<file path="src/rtl/seg_scan_ctrl.sv">
// Multiplexed 7-segment scan controller: guarded digit slots, frame-aligned
// commit of staged BCD data, leading-zero blanking and BCD error flag.
module seg_scan_ctrl #(
    parameter int NUM_DIGITS  = 8,
    parameter int REFRESH_DIV = 100000,
    parameter int GUARD_CYC   = 2
) (
    input  logic                    clk,
    input  logic                    reset,
    input  logic                    enable,
    input  logic                    load,
    input  logic [4*NUM_DIGITS-1:0] value_in,
    input  logic [NUM_DIGITS-1:0]   dp_in,
    input  logic                    blank_lz,
    output logic [3:0]              bcd_out,
    input  logic [7:0]              seg_in,
    output logic [7:0]              seg_out,
    output logic [NUM_DIGITS-1:0]   an,
    output logic                    ack,
    output logic                    bcd_err
);

    localparam int IW = $clog2(NUM_DIGITS);
    localparam int CW = $clog2(REFRESH_DIV);

    localparam logic [CW-1:0] CNT_LAST   = CW'(REFRESH_DIV - 1);
    localparam logic [CW-1:0] GUARD_LAST = CW'(GUARD_CYC - 1);
    localparam logic [IW-1:0] IDX_LAST   = IW'(NUM_DIGITS - 1);

    localparam logic [1:0] S_IDLE  = 2'd0;
    localparam logic [1:0] S_GUARD = 2'd1;
    localparam logic [1:0] S_DRIVE = 2'd2;

    logic [1:0]              state;
    logic [CW-1:0]           cnt;
    logic [IW-1:0]           idx;
    logic [4*NUM_DIGITS-1:0] stage_val;
    logic [NUM_DIGITS-1:0]   stage_dp;
    logic [4*NUM_DIGITS-1:0] disp_val;
    logic [NUM_DIGITS-1:0]   disp_dp;
    logic                    pending;

    logic                    frame_wrap;
    logic                    commit_ok;
    logic                    commit_load;
    logic                    commit_stage;
    logic [NUM_DIGITS-1:0]   lz_mask;
    logic                    lz_run;
    logic                    blank;
    logic                    seg_dp_unused;

    // Commits happen only at a frame boundary or while the display is dark,
    // so a digit never shows a mix of old and new data.
    assign frame_wrap   = (state == S_DRIVE) && (cnt == CNT_LAST) && (idx == IDX_LAST);
    assign commit_ok    = (state == S_IDLE) || (enable && frame_wrap);
    assign commit_load  = commit_ok && load;
    assign commit_stage = commit_ok && pending && !load;

    // NOTE: sequential state uses non-blocking assignments so every register
    // samples pre-edge values; blocking here would create ordering races.
    always_ff @(posedge clk) begin
        if (reset) begin
            state     <= S_IDLE;
            cnt       <= '0;
            idx       <= '0;
            stage_val <= '0;
            stage_dp  <= '0;
            disp_val  <= '0;
            disp_dp   <= '0;
            pending   <= 1'b0;
            ack       <= 1'b0;
        end else begin
            if (!enable) begin
                state <= S_IDLE;
                cnt   <= '0;
                idx   <= '0;
            end else begin
                case (state)
                    S_IDLE: begin
                        state <= S_GUARD;
                        cnt   <= '0;
                        idx   <= '0;
                    end
                    S_GUARD: begin
                        cnt <= cnt + CW'(1);
                        if (cnt == GUARD_LAST)
                            state <= S_DRIVE;
                    end
                    S_DRIVE: begin
                        if (cnt == CNT_LAST) begin
                            cnt   <= '0;
                            idx   <= (idx == IDX_LAST) ? '0 : idx + IW'(1);
                            state <= S_GUARD;
                        end else begin
                            cnt <= cnt + CW'(1);
                        end
                    end
                    default: begin
                        state <= S_IDLE;
                        cnt   <= '0;
                        idx   <= '0;
                    end
                endcase
            end

            ack <= commit_load || commit_stage;
            if (commit_load) begin
                disp_val <= value_in;
                disp_dp  <= dp_in;
                pending  <= 1'b0;
            end else if (commit_stage) begin
                disp_val <= stage_val;
                disp_dp  <= stage_dp;
                pending  <= 1'b0;
            end else if (load) begin
                stage_val <= value_in;
                stage_dp  <= dp_in;
                pending   <= 1'b1;
            end
        end
    end

    // NOTE: every combinational output gets a default before any branch,
    // otherwise an untaken path would infer a latch.
    always_comb begin
        lz_run  = 1'b1;
        lz_mask = '0;
        bcd_err = 1'b0;
        for (int i = NUM_DIGITS - 1; i >= 0; i--) begin
            lz_run     = lz_run && (disp_val[i*4 +: 4] == 4'd0);
            lz_mask[i] = lz_run;
            if (disp_val[i*4 +: 4] > 4'd9)
                bcd_err = 1'b1;
        end
    end

    assign blank   = blank_lz && (idx != '0) && lz_mask[idx] && !disp_dp[idx];
    assign bcd_out = disp_val[{idx, 2'b00} +: 4];

    // The decoder's own dp bit is ignored; the lit state comes from disp_dp.
    assign seg_dp_unused = seg_in[7];
    assign seg_out = (state == S_IDLE) ? 8'hFF : {~disp_dp[idx], seg_in[6:0]};

    always_comb begin
        an = '1;
        if (state == S_DRIVE && !blank)
            an[idx] = 1'b0;
    end

endmodule

</file>
<file path="config.mk">
export PLATFORM = sky130hd
export DESIGN_NAME = seg_scan_ctrl
export DESIGN_NICKNAME = d
export VERILOG_FILES = /design/src/rtl/seg_scan_ctrl.sv
export SDC_FILE = /design/constraint.sdc
export NUM_CORES = 1
export LEC_CHECK = 0
export ABC_AREA = 1
export CORE_AREA = 10 10 136 138
export CTS_CLUSTER_DIAMETER = 200
export DETAILED_ROUTE_END_ITERATION = 10
export DIE_AREA = 0 0 146 148
export HOLD_SLACK_MARGIN = 0.05
export SETUP_SLACK_MARGIN = 0.1
export SLEW_MARGIN = 15
export SYNTH_ARGS = -nofsm -noshare
export SYNTH_HDL_FRONTEND = slang
export SYNTH_SLANG_ARGS = --single-unit
</file>
<file path="constraint.sdc">
create_clock -name clk -period 1.9 [get_ports clk]
set_input_delay 0.475 -clock clk [delete_from_list [all_inputs] [get_ports clk]]
set_output_delay 0.475 -clock clk [all_outputs]
set_load 0.02 [all_outputs]
</file>
==> reports/results.txt <==
status - finished, violations left
failing checks - negative setup slack
kind of critical path - flip-flop to output port
Fmax - 429 MHz
Post-Synthesis Cell Area - 0.00547 mm2
CP startpoint kind - flip-flop
clk sink count - 104
Syn Inst Count - 820
EDFF count, synth - 0
Slew headroom - 78.5%
synth warn - 0
core region area - 0.0157 mm2
clock transition time at the flip-flop clock pins of the worst setup and hold paths - 0.07 ns
Mapped Nets - 882
P_leak - 3.51 nW
setup repair after global routing missed its margin - true
Crit Path Max Fanout - 5
Mapped Avg Cell Area - 6.67 um2
max_cap viols - 0
worst-skew pair later-pin latency - 0.36 ns
synthesis-to-layout area growth - 50.7%
final setup fails - 96
initial antenna violation count - 0
synth unique cells - 34
Min-Delay Path Class - flip-flop to flip-flop
CP arrival - 1.86 ns
routed len/inst - 14.6 um
Vias - 5832
dpl hpwl - 11.9 mm
Die H - 148 um
count of final hold-check violations - 0
Final #Nets - 1048
crit path time final - 2.33 ns
TritonCTS buffer count - 9
Worst-Margin Slew - 0.321 ns
Top-Level Pins - 75
final WL - 17.6 mm
vias in the first global route - 5671
input/output buffers - 73
Tcrit/Tclk final - 123%
largest net degree at the start of global routing - 42
Antenna Cells - 0
Overall Power - 0.00547 W
Detail Route Antenna Nets - 0
Worst Path Required - 1.42 ns
chip width - 146 um
Starting DRT DRC Count - 322
fin worst setup slack - -0.432 ns
hold slack - 0.463 ns
H-tree levels - 3
Initial Util - 34.8%
fill cell count - 1542
Async SR Flop Fraction - 0%
Root Buffer - clkbuf_16
Critical Path End Type - output port
Residual DRC - 0
Placer Congestion - 0.869
#FFs+latches synth - 104
sequential-to-total area share from yosys stat - 38.1%
area of the die - 0.0216 mm2
Slew Limit Fails - 0
row count - 46
Setup Skew - 0.00612 ns
TritonCTS clock tree - built
total grt overflow - 0
global-route wire length before repair - 28.6 mm
Power Dens Cells - 665 mW/mm2
Total GRT Usage - 16.1%
Peak VDD IR - 0.457 mV
post-DR vias/cell - 4.83
Synth Flop Type - dfxtp_1
clk buf depth - 2
DRT Pass-1 Iters - 5
layout cell share with drive strength beyond 1 - 26.1%
==> per-stage QoR <==
stage / util (%) / cells / setup TNS, ns / cell area [um2] / worst slack [ns]
detailed placement: 46.2 / 1163 / -34.45 / 7270 / -1.03
finish: 52.4 / 1207 / -24.29 / 8240 / -0.432
floorplan: - / 820 / 0 / 5630 / 0.0661
global placement: 46.2 / 1163 / -30.97 / 7270 / -1.04
CTS: 51.3 / 1201 / -22.72 / 8060 / -0.411
global route: 52.4 / 1207 / -36.62 / 8240 / -0.520
==> worst paths after layout <==
check / from / slack, ns / depth (start not counted) / to
min reg2reg: stage_val[0] / 0.46 / 2 / stage_val[0]
max reg2reg: idx[0] / -0.31 / 13 / disp_val[22]
max: idx[1] / -0.43 / 8 / bcd_out[0]
min: stage_val[0] / 0.46 / 2 / stage_val[0]
==> critical path, cell delays in order, from the launching register on <==
cell      delay [ns]
dfxtp_4         0.40
inv_6           0.05
nand2_1         0.13
nor2_4          0.06
buf_4           0.15
a221oi_2        0.22
buf_4           0.15
nand4_1         0.14
buf_6           0.18
==> timing repair <==
item,CTS,global route
hold buffers,0,0
resized for setup,204,30
pin swaps,26,23
buffers inserted,18,6
gates cloned,5,0
endpoints found under the setup margin,105,107
==> area by class of cell <==
cell class	instances	area, um2	area share, %
clock inverters	7	78.8	0.957
clock buffers	9	225	2.73
repair buffers	200	2010	24.4
well taps	216	270	3.28
multi-input cells	574	3170	38.4
flip-flops and latches	104	2110	25.6
inverters	97	379	4.60
==> flip-flops by register name, indices dropped and copies added, names as in the netlist <==
register   count
stage_dp       8
idx            3
state          2
cnt           17
pending        1
stage_val     32
disp_dp        8
ack            1
disp_val      32
==> synth_stat cells, types with 3 or more instances <==
cell type,instances,share of area [%]
ha_1,9,2.1
nor3b_1,5,0.69
xor2_1,5,0.80
buf_4,3,0.41
nand3_1,115,11
nor3_1,8,0.73
nand2_1,230,16
buf_1,3,0.21
a21oi_1,58,5.3
clkbuf_1,24,1.6
inv_1,95,6.5
nor2_1,51,3.5
a221oi_1,4,0.64
o21ai_0,9,0.82
nand4_1,12,1.4
buf_2,14,1.3
a22oi_1,3,0.41
dfxtp_1,104,38
nand3b_1,41,5.6
or2_2,8,0.92
==> logic make-up after synthesis <==
kind of cell / synth area share (%)
fa+ha+maj: 2.06
simple gates: 40.5
compound gates: 7.97
xor+xnor: 0.961
buf+inv: 10.4
flops: 38.1
==> per-layer routing <==
layer	track usage [%]	part of all wire (%)	routed length (um)	up-vias
met5	0	0	0	-
met4	5.21	1.9	327	0
met3	3.91	5.8	1020	23
met2	27.1	48	8380	148
met1	19.7	45	7900	2674
li1	-	-	-	2987
==> power by group <==
group	switching (W)	total, W	leakage (nW)	internal, W
Clock	0.000887	0.00193	0.144	0.00104
Combinational	0.000620	0.00120	2.52	0.000577
Sequential	0.0000600	0.00235	0.854	0.00229
Total	0.00157	0.00547	3.51	0.00391
==> cells in the final DEF (no fill, tap or decap), types with 2 or more instances in the layout <==
| cell | Yosys | layout |
|---|---|---|
| nand2_1 | 230 | 222 |
| nand3_1 | 115 | 101 |
| buf_4 | 3 | 92 |
| dfxtp_1 | 104 | 89 |
| inv_1 | 95 | 79 |
| a21oi_1 | 58 | 53 |
| clkdlybuf4s50_1 | 0 | 50 |
| nor2_1 | 51 | 44 |
| nand3b_1 | 41 | 41 |
| buf_6 | 1 | 38 |
| inv_2 | 2 | 14 |
| nand4_1 | 12 | 12 |
| dfxtp_2 | 0 | 12 |
| buf_12 | 0 | 12 |
| nand3_4 | 0 | 10 |
| clkbuf_16 | 0 | 9 |
| nor3_1 | 8 | 7 |
| or2_4 | 0 | 7 |
| nor2_2 | 1 | 6 |
| nand2_2 | 2 | 6 |
| ha_1 | 9 | 6 |
| xor2_1 | 5 | 5 |
| o21ai_1 | 0 | 5 |
| nand2_4 | 1 | 5 |
| nor3b_1 | 5 | 5 |
| inv_6 | 0 | 4 |
| nand3_2 | 0 | 4 |
| a21oi_2 | 0 | 4 |
| a221oi_2 | 0 | 4 |
| o21ai_0 | 9 | 4 |
| nor2_4 | 1 | 3 |
| buf_16 | 0 | 3 |
| dfxtp_4 | 0 | 3 |
| inv_4 | 0 | 2 |
| nor3_2 | 2 | 2 |
| a22oi_1 | 3 | 2 |
| ha_4 | 0 | 2 |
| clkinvlp_4 | 0 | 2 |
| buf_2 | 14 | 2 |
No activity file was read; power rests on OpenSTA's default activity.
